--- config.mk ---
export PLATFORM = sky130hd
export DESIGN_NAME = bob_except_ctrl
export DESIGN_NICKNAME = d
export VERILOG_FILES = /design/src/rtl/bob_except_ctrl.sv
export SDC_FILE = /design/constraint.sdc
export NUM_CORES = 1
export LEC_CHECK = 0
export CORE_MARGIN = 2
export CORE_UTILIZATION = 52
export CTS_BUF_LIST = sky130_fd_sc_hd__clkbuf_4
export CTS_CLUSTER_DIAMETER = 30
export DETAILED_ROUTE_END_ITERATION = 16
export PLACE_DENSITY_LB_ADDON = 0.3
export SLEW_MARGIN = 15
export SYNTH_ARGS = -nofsm -noshare
export SYNTH_HDL_FRONTEND = slang
export SYNTH_SLANG_ARGS = --single-unit
--- constraint.sdc ---
create_clock -name clk -period 5.8 [get_ports clk]
set_clock_uncertainty 0.15 [all_clocks]
set_input_delay 1.16 -clock clk [delete_from_list [all_inputs] [get_ports clk]]
set_output_delay 1.16 -clock clk [all_outputs]
set_load 0.05 [all_outputs]
--- src/rtl/bob_except_ctrl.sv ---
// Exception-tracking controller for the branch-order buffer: allocates 10-slot rows,
// retires the oldest row through a one-cycle store read, and holds the first exception found.
module bob_except_ctrl #(
  parameter int ROWS = 48
) (
  input  logic       clk,
  input  logic       rst,
  input  logic       alloc_req,
  output logic       alloc_rdy,
  output logic       alloc_wen,
  output logic [5:0] alloc_addr,
  input  logic       retire_req,
  output logic       read_step,
  output logic [5:0] read_addr,
  input  logic [9:0] row_exc,
  output logic       retire_vld,
  output logic       exc_found,
  output logic [5:0] exc_row,
  output logic [3:0] exc_slot,
  input  logic       flush,
  output logic [5:0] count,
  output logic [1:0] state_dbg
);

  // Handshake: a row is written in any cycle where alloc_req and alloc_rdy are both high;
  // alloc_req may rise or fall at will, and nothing is written in a cycle without both.
  localparam logic [5:0] ROWS_V = 6'(ROWS);
  localparam logic [5:0] LAST   = 6'(ROWS - 1);

  typedef enum logic [1:0] {
    S_IDLE = 2'd0,
    S_WAIT = 2'd1,
    S_HOLD = 2'd2
  } state_t;

  state_t     state, state_nxt;
  logic [5:0] head, tail;
  logic       clr, adv, hit;

  function automatic logic [3:0] lowest_slot(input logic [9:0] v);
    lowest_slot = '0;
    for (int i = 9; i >= 0; i--) begin
      if (v[i]) lowest_slot = 4'(i);
    end
  endfunction

  assign clr        = rst | flush;
  assign alloc_addr = tail;
  assign read_addr  = head;
  assign state_dbg  = state;

  always_ff @(posedge clk) begin
    if (rst) state <= S_IDLE;
    else     state <= state_nxt;
  end

  always_comb begin
    state_nxt = state;
    case (state)
      S_IDLE:  if (read_step) state_nxt = S_WAIT;
      S_WAIT:  state_nxt = (row_exc == '0) ? S_IDLE : S_HOLD;
      S_HOLD:  state_nxt = S_HOLD;
      default: state_nxt = S_IDLE;
    endcase
    if (clr) state_nxt = S_IDLE;
  end

  // No bypass: a full store refuses allocation even when a row retires this cycle.
  always_comb begin
    alloc_rdy  = (count < ROWS_V) && (state != S_HOLD) && !flush && !rst;
    alloc_wen  = alloc_req && alloc_rdy;
    read_step  = (state == S_IDLE) && retire_req && (count != '0) && !clr;
    retire_vld = (state == S_WAIT) && !rst;
    adv        = (state == S_WAIT) && (row_exc == '0) && !clr;
    hit        = (state == S_WAIT) && (row_exc != '0) && !clr;
  end

  always_ff @(posedge clk) begin
    if (clr) begin
      head      <= '0;
      tail      <= '0;
      count     <= '0;
      exc_found <= 1'b0;
      exc_row   <= '0;
      exc_slot  <= '0;
    end else begin
      if (alloc_wen) tail <= (tail == LAST) ? 6'd0 : tail + 6'd1;
      if (adv)       head <= (head == LAST) ? 6'd0 : head + 6'd1;
      case ({alloc_wen, adv})
        2'b10:   count <= count + 6'd1;
        2'b01:   count <= count - 6'd1;
        default: count <= count;
      endcase
      // The excepting row stays at the head so the handler can find it by exc_row.
      if (hit) begin
        exc_found <= 1'b1;
        exc_row   <= head;
        exc_slot  <= lowest_slot(row_exc);
      end
    end
  end

endmodule

==> results list, run 1 <==
* Most frequently used cell type in the post-synthesis netlist: sky130_fd_sc_hd__dfxtp_1
- The Yosys step of the flow raised 0 warnings.
- The worst setup path is launched from an input port.
- Among all stages on the critical path, the largest delay is contributed by sky130_fd_sc_hd__clkdlybuf4s50_1.
- Pwr Total: 0.359 mW
* Worst stage delay on the critical path: 0.80 ns
- Clock latency on the worst-skew pair: 0.32 ns
- Worst R2R Path Depth: 8
* Period utilisation layout: 79.3%
* Cts-stage hold buffer count: 0
* Leakage: 0.821 nW
- Setup violations remaining at the end of the flow were counted as 0.
- Counting along the longest clock path gives a buffer depth of 2.
* Total nets after synthesis: 203
- Slew margin rel.: 51.7%
- In the routed design, unresolved DRC markers number 0.
* EDFF count, synth: 0
- Summing all non-filler instances in the final layout gives an area of 2180 µm².
- Number of violations reported at the end of detailed-routing iteration 0: 77
- The H-tree was split into 2 levels.
* ANT nets after route: 0
- The worst setup path is captured at a primary output.
* Tightest Pin Transition: 0.717 ns
- STA puts the critical path data required time at 4.49 ns.
- First-pass GRT wire length: 6420 µm
- GRT overflow: 0
- Cell row count: 20
- At the end of the flow the core is filled with cells to 72.7%.
- Via/cell ratio: 5.76
- Sinks on the clock net: 31
* Die width: 59.9 µm
* Count of maximum capacitance violations: 0
- Global routing used 23.9% of the available tracks.
- For this block, the via count after detailed routing is 1526.
- The cell area that synthesis handed to floorplanning was 1620 µm².
- Top-level I/O count: 50
* Non-filler cells, final: 265
- After detailed placement, the design holds a cell count of 258.
* Cell area after placement: 2140 µm²
- The synthesized design contains 31 register bits.
* Top Family by Delay on Critical Path: buffers and inverters
- Worst path most repeated cell: sky130_fd_sc_hd__clkdlybuf4s50_1
- CP cell instances: clkdlybuf4s50_1 > or2_1 > a211oi_4 > nand2_4 > inv_6 > clkdlybuf4s50_1
* Number of global-route vias before repair: 1387
* Die height: 59.9 µm
- The critical path crosses 6 cells after its start point.
- Critical Setup Path Class: in -> out
* Area overhead of the layout relative to synthesis: 34.4%
* Post-synthesis average cell area: 9.02 µm²
* Time the final worst path needs with I/O delays and setup: 4.60 ns
- The number of slew-limit violations in the final report was 0.
- sky130_fd_sc_hd__dfxtp_1 takes more of the synthesized area than any other cell.
* Post-cts gate resize count: 0
- Proportion of synthesized chip area in sequential cells: 38.2%
- For this block, the routed nets add up to 3960 µm of wire.
* FILL cells: 245
- Leading register cell type out of synthesis: sky130_fd_sc_hd__dfxtp_1
- Post-CTS setup buffer count: 0
- The cell count after synthesis came out at 180.
- CTS root buffer: sky130_fd_sc_hd__clkbuf_4
- Hold timing on the final database bottoms out at a slack of 0.321 ns.
* Setup_tns: 0 ns
- The first detailed-routing pass took 4 iterations.
* Final Hold Violating Endpoints: 0
* Count of input and output buffers: 49
- The number of different library cells used by synthesis comes to 50.
- Fraction of final layout cells with drive strength greater than 1: 6.90%
* Worst min path class: reg -> reg
* Multi-input logic area: 948 µm²
* Count of antenna diodes in the layout: 0
- Worst-case vdd ir drop: 0.112 mV
- The number of antenna violations at the first check in global routing came to 0.
- Across all setup checks in the final design, the least slack found is 1.20 ns.
- Effective utilization at floorplan: 54.1%
- Placeable core region: 3000 µm²
* RSZ-0062 raised after global routing: no
- Entering global routing, the biggest net connects 22 pins.
* Area of the die: 3590 µm²
- Timing would allow up to 217 MHz.
* Max Fanout on Critical Path: 7
- Ranked by instance count, the synthesized netlist is headed by 31 x sky130_fd_sc_hd__dfxtp_1, 30 x sky130_fd_sc_hd__nor2_1, 15 x sky130_fd_sc_hd__nand2_1, 9 x sky130_fd_sc_hd__mux2i_1.
* GP Congestion: 0.812
* Clock tree from TritonCTS: done
- After detailed routing, the average wire length per cell comes to 14.9 µm.
- STA puts the critical path data arrival time at 3.29 ns.
- Placed wire-length estimate: 3040 µm
* Number of nets in the finished design: 255
* Flip-flop and latch area: 621 µm²
* Synth area leaders: sky130_fd_sc_hd__dfxtp_1 38%, sky130_fd_sc_hd__nor2_1 6.9%, sky130_fd_sc_hd__mux2i_1 5.5%
- Pwr Density: 164 nW/µm²
* Status: finished, final reports clean
* Fraction of registers with async set/reset: 0%
* Share of the synthesized area in the top cell type: 38.2%
- Timing analysis after detailed placement gives a worst setup slack of 1.05 ns.
- Clock input transition at the sequential cells of the worst setup and hold paths: 0.09 ns
- CTS Buf Count: 5
- Along the worst hold path, the cell count comes to 1.
* Worst path bufs/invs: 3
[logic make-up (layout without fill, tap and decap cells)]
kind of cell / after synthesis / in the layout / synth area share, %
mux: 10 / 10 / 6.24
fa+ha+maj: 8 / 8 / 6.63
buf+inv: 10 / 62 / 3.39
simple gates: 80 / 80 / 26.7
flops: 31 / 31 / 38.2
compound gates: 31 / 31 / 13.5
xor+xnor: 10 / 10 / 5.39
[layout by cell type (no fill, tap or decap), types with 3 or more instances in the layout]
cell                              count
sky130_fd_sc_hd__a21o_1               4
sky130_fd_sc_hd__xnor2_1              4
sky130_fd_sc_hd__clkbuf_4             5
sky130_fd_sc_hd__nor2_1              30
sky130_fd_sc_hd__nor4b_1              3
sky130_fd_sc_hd__o21ai_0              6
sky130_fd_sc_hd__ha_1                 7
sky130_fd_sc_hd__nor3_1               4
sky130_fd_sc_hd__nor3b_1              3
sky130_fd_sc_hd__xor2_1               6
sky130_fd_sc_hd__dfxtp_1             31
sky130_fd_sc_hd__nand3_1              3
sky130_fd_sc_hd__a21oi_1              7
sky130_fd_sc_hd__nor4bb_1             3
sky130_fd_sc_hd__clkdlybuf4s50_1     49
sky130_fd_sc_hd__inv_1                3
sky130_fd_sc_hd__nand2_1             15
sky130_fd_sc_hd__mux2i_1              9
[worst register-to-register path, delay by kind of cell (launching register included)]
family	cells	cell delay [ns]
XOR/XNOR	1	0.18
AND/OR/NAND/NOR	4	1.46
adder cells (fa/ha/maj)	2	0.69
AO/OA/AOI/OAI	1	0.40
flip-flops	1	0.38
[final cells by class]
class	instances	share of cell area, %
multi-input cells	139	43.5
well taps	33	1.89
clock buffers	5	1.72
repair buffers	51	23.2
clock inverters	2	0.401
inverters	4	0.917
flip-flops and latches	31	28.4
[final timing paths]
path | endpoint | slack (ns) | startpoint
max | alloc_wen | 1.20 | rst
min | exc_found$_SDFFE_PP0P_ | 0.32 | exc_found$_SDFFE_PP0P_
max reg2reg | count[5]$_SDFFE_PP0P_ | 2.45 | state_dbg[1]$_SDFFE_PP0P_
min reg2reg | exc_found$_SDFFE_PP0P_ | 0.32 | exc_found$_SDFFE_PP0P_
[sequential cells by signal, summed over array words and instances, names as in the netlist]
name	count
alloc_addr	6
count	6
exc_row	6
read_addr	6
exc_slot	4
state_dbg	2
exc_found	1
[power breakdown]
group	total (mW)	internal (mW)	switching, mW
Sequential	0.214	0.213	0.000753
Combinational	0.0327	0.0150	0.0177
Clock	0.112	0.0428	0.0695
[layer usage]
layer,up-vias,part of all wire [%],track usage (%)
met3,9,4.8,5.84
met4,0,1.7,6.98
met2,46,52,41.5
met1,714,42,29.1
met5,-,0,0
li1,757,-,-
(Power assumes the default switching activity.)
==> run 2: changes to the inputs <==
Settings changed: CORE_UTILIZATION 52 to 43.
Clock period 5.8 ns to 3.9 ns, I/O delays scaled along.
==> run 2 against run 1 <==
  * Clock power up 73%
  * Power up 57%
  * Sequential share of layout area down 1.4 points
  * Die area up 19%
  * Routed wire length down 11%
  * Critical path depth unchanged
  * Core utilization down 9.5 points
  * Critical endpoint is now read_step
  * Largest cell class unchanged
  * Largest power group unchanged
==> results list, run 2 (synthesized netlist as in run 1, its figures left out) <==
- The number of violations of the max-capacitance limit was 0 (unchanged).
- Post-CTS setup buffer count: 0 (unchanged)
- The actual transition at the worst max-transition pin was 0.501 ns (-0.216 ns).
- The number of nets at the end of the flow came to 262 (+2.7%).
- TritonRoute pass-1 iters: 4 (unchanged)
- Tightest hold margin: 0.318 ns (-0.00320 ns)
- The data arrival at the endpoint of the critical path is 2.61 ns (-0.68 ns).
* Max Fanout on Critical Path: 25 (+18)
* Cell row count: 22 (+10%)
- The final routed wire length divided by cell count came to 12.2 µm (-18%).
* Area of the die: 4280 µm² (+19%)
- The area inside the core boundary is 3630 µm² (+21%).
* Final setup violating endpoints: 0 (unchanged)
- Drt total wl: 3520 µm (-11%)
* CTS root buffer: sky130_fd_sc_hd__clkbuf_4
- Area overhead of the layout relative to synthesis: 41.3%
- The required time at the endpoint of the critical path was 2.97 ns (-1.52 ns).
* Worst-case vdd ir drop: 0.171 mV (+53%)
* Pwr Total: 0.565 mW (+57%)
- Count of antenna diodes in the layout: 0 (unchanged)
- Via/cell ratio: 5.18 (-10%)
* Setup_tns: 0 ns (unchanged)
- Number of violations reported at the end of detailed-routing iteration 0: 78 (+1.3%)
* Effective utilization at floorplan: 44.7% (-9.4 points)
* Count of input and output buffers: 49 (unchanged)
* First-pass GRT wire length: 6240 µm (-2.8%)
- Clock input transition at the sequential cells of the worst setup and hold paths: 0.10 ns (about the same)
- Total GRT Usage: 18.8% (-5.1 points)
- GRT overflow: 0 (unchanged)
- The via count of the first global-routing pass is 1369 (-1.3%).
* Maximum buffer depth of the clock tree: 2 (unchanged)
- The count of endpoints failing hold in the final timing report came to 0 (unchanged).
* CP max stage cell: sky130_fd_sc_hd__nor4bb_1
- Clock latency on the worst-skew pair: 0.34 ns (+0.02 ns)
- Max frequency: 282 MHz
- The number of placed cells counting well taps was 280 (+8.5%).
- Top library cells by usage in the layout, fill and taps aside: 46 x sky130_fd_sc_hd__clkdlybuf4s50_1, 31 x sky130_fd_sc_hd__dfxtp_1, 30 x sky130_fd_sc_hd__nor2_1
* Slew margin rel.: 66.5% (+15 points)
* Critical Setup Path Class: in -> out
- Setup repair after global routing left no endpoint under its margin.
- Count of vias placed by the detailed router: 1491 (-2.3%)
- Die width: 65.5 µm (+9.3%)
- The number of clock sinks is 31 (unchanged).
- The post-route antenna net violation count was 0 (unchanged).
- Leaving out fill and tap cells, the most frequent cell in the layout is sky130_fd_sc_hd__clkdlybuf4s50_1.
* Number of antenna violations at the first check in global routing: 0 (unchanged)
* Non-filler cells, final: 288 (+8.7%)
* Die height: 65.5 µm (+9.3%)
* Post-cts gate resize count: 0 (unchanged)
- Leakage: 0.880 nW (+7.2%)
- Final routed DRC violation total: 0 (unchanged)
- The final weighted congestion of routability-driven global placement is 0.781 (-3.9%).
* CTS Buf Count: 5 (unchanged)
- The placed wire-length estimate is 2590 µm (-15%).
- The worst hold path belongs to the class reg -> reg.
* CP cell instances: clkdlybuf4s50_1 > or2_1 > buf_4 > nor2_1 > nor4bb_1 > buf_12
- Final Max Tran Viols: 0 (unchanged)
- The hold buffer count at cts was 0 (unchanged).
- Clock tree from TritonCTS: done
- The H-tree depth was 2 (unchanged).
* Time the final worst path needs with I/O delays and setup: 3.54 ns
- Top-level I/O count: 50 (unchanged)
- Capturing element type of the critical path: primary output
* Worst stage delay on the critical path: 0.48 ns (-0.32 ns)
- After layout, the worst path uses 90.9% of the clock period.
- Pwr Density: 246 nW/µm² (+50%)
* Pin count of the biggest net entering global routing: 26 (+18%)
- Status: finished, final reports clean
- The layout cell share with drive strength beyond 1 was 11.7% (+4.8 points).
- The worst setup path is launched from an input port.
[run 2: critical path: cells and delay by family]
kind          cells  cell delay, ns
simple gates      3            0.93
buf+inv           3            0.89
[run 2: per-layer routing]
layer / global-route usage (%) / wire length, µm / vias to the layer above
met2: 29.2 / 1630 / 25
met3: 4.11 / 120 / 8
met4: 8.59 / 68 / 0
li1: - / - / 759
met1: 24.8 / 1700 / 699
met5: 0 / 0 / -
[run 2: metrics by stage]
stage                     util, %  cell area (µm²)  setup slack, ns
after floorplan                 -             1620            0.113
after global placement       61.6             2240            0.180
after detailed placement     61.6             2240            0.118
after CTS                    63.2             2290            0.349
after global routing         63.2             2290            0.171
final                        63.2             2290            0.356
[run 2: final timing paths]
path,startpoint,end,slack (ns),cells past startpoint
min reg2reg,exc_found$_SDFFE_PP0P_,exc_found$_SDFFE_PP0P_,0.32,1
min,exc_found$_SDFFE_PP0P_,exc_found$_SDFFE_PP0P_,0.32,1
max,rst,read_step,0.36,6
max reg2reg,state_dbg[1]$_SDFFE_PP0P_,count[5]$_SDFFE_PP0P_,1.09,8
[run 2: layout make-up]
type,instances,area (µm²)
clock buffers,7,52.6
clock inverters,1,5.00
well taps,48,60.1
fillers,314,1340
flip-flops and latches,31,621
repair buffers,58,588
multi-input cells,139,948
inverters,4,20.0
[run 2: power by group]
part	internal [mW]	switching, mW	leakage [nW]
registers	0.317	0.00111	0.250
logic	0.0261	0.0267	0.595
clock network	0.0840	0.110	0.0361
total	0.427	0.138	0.880
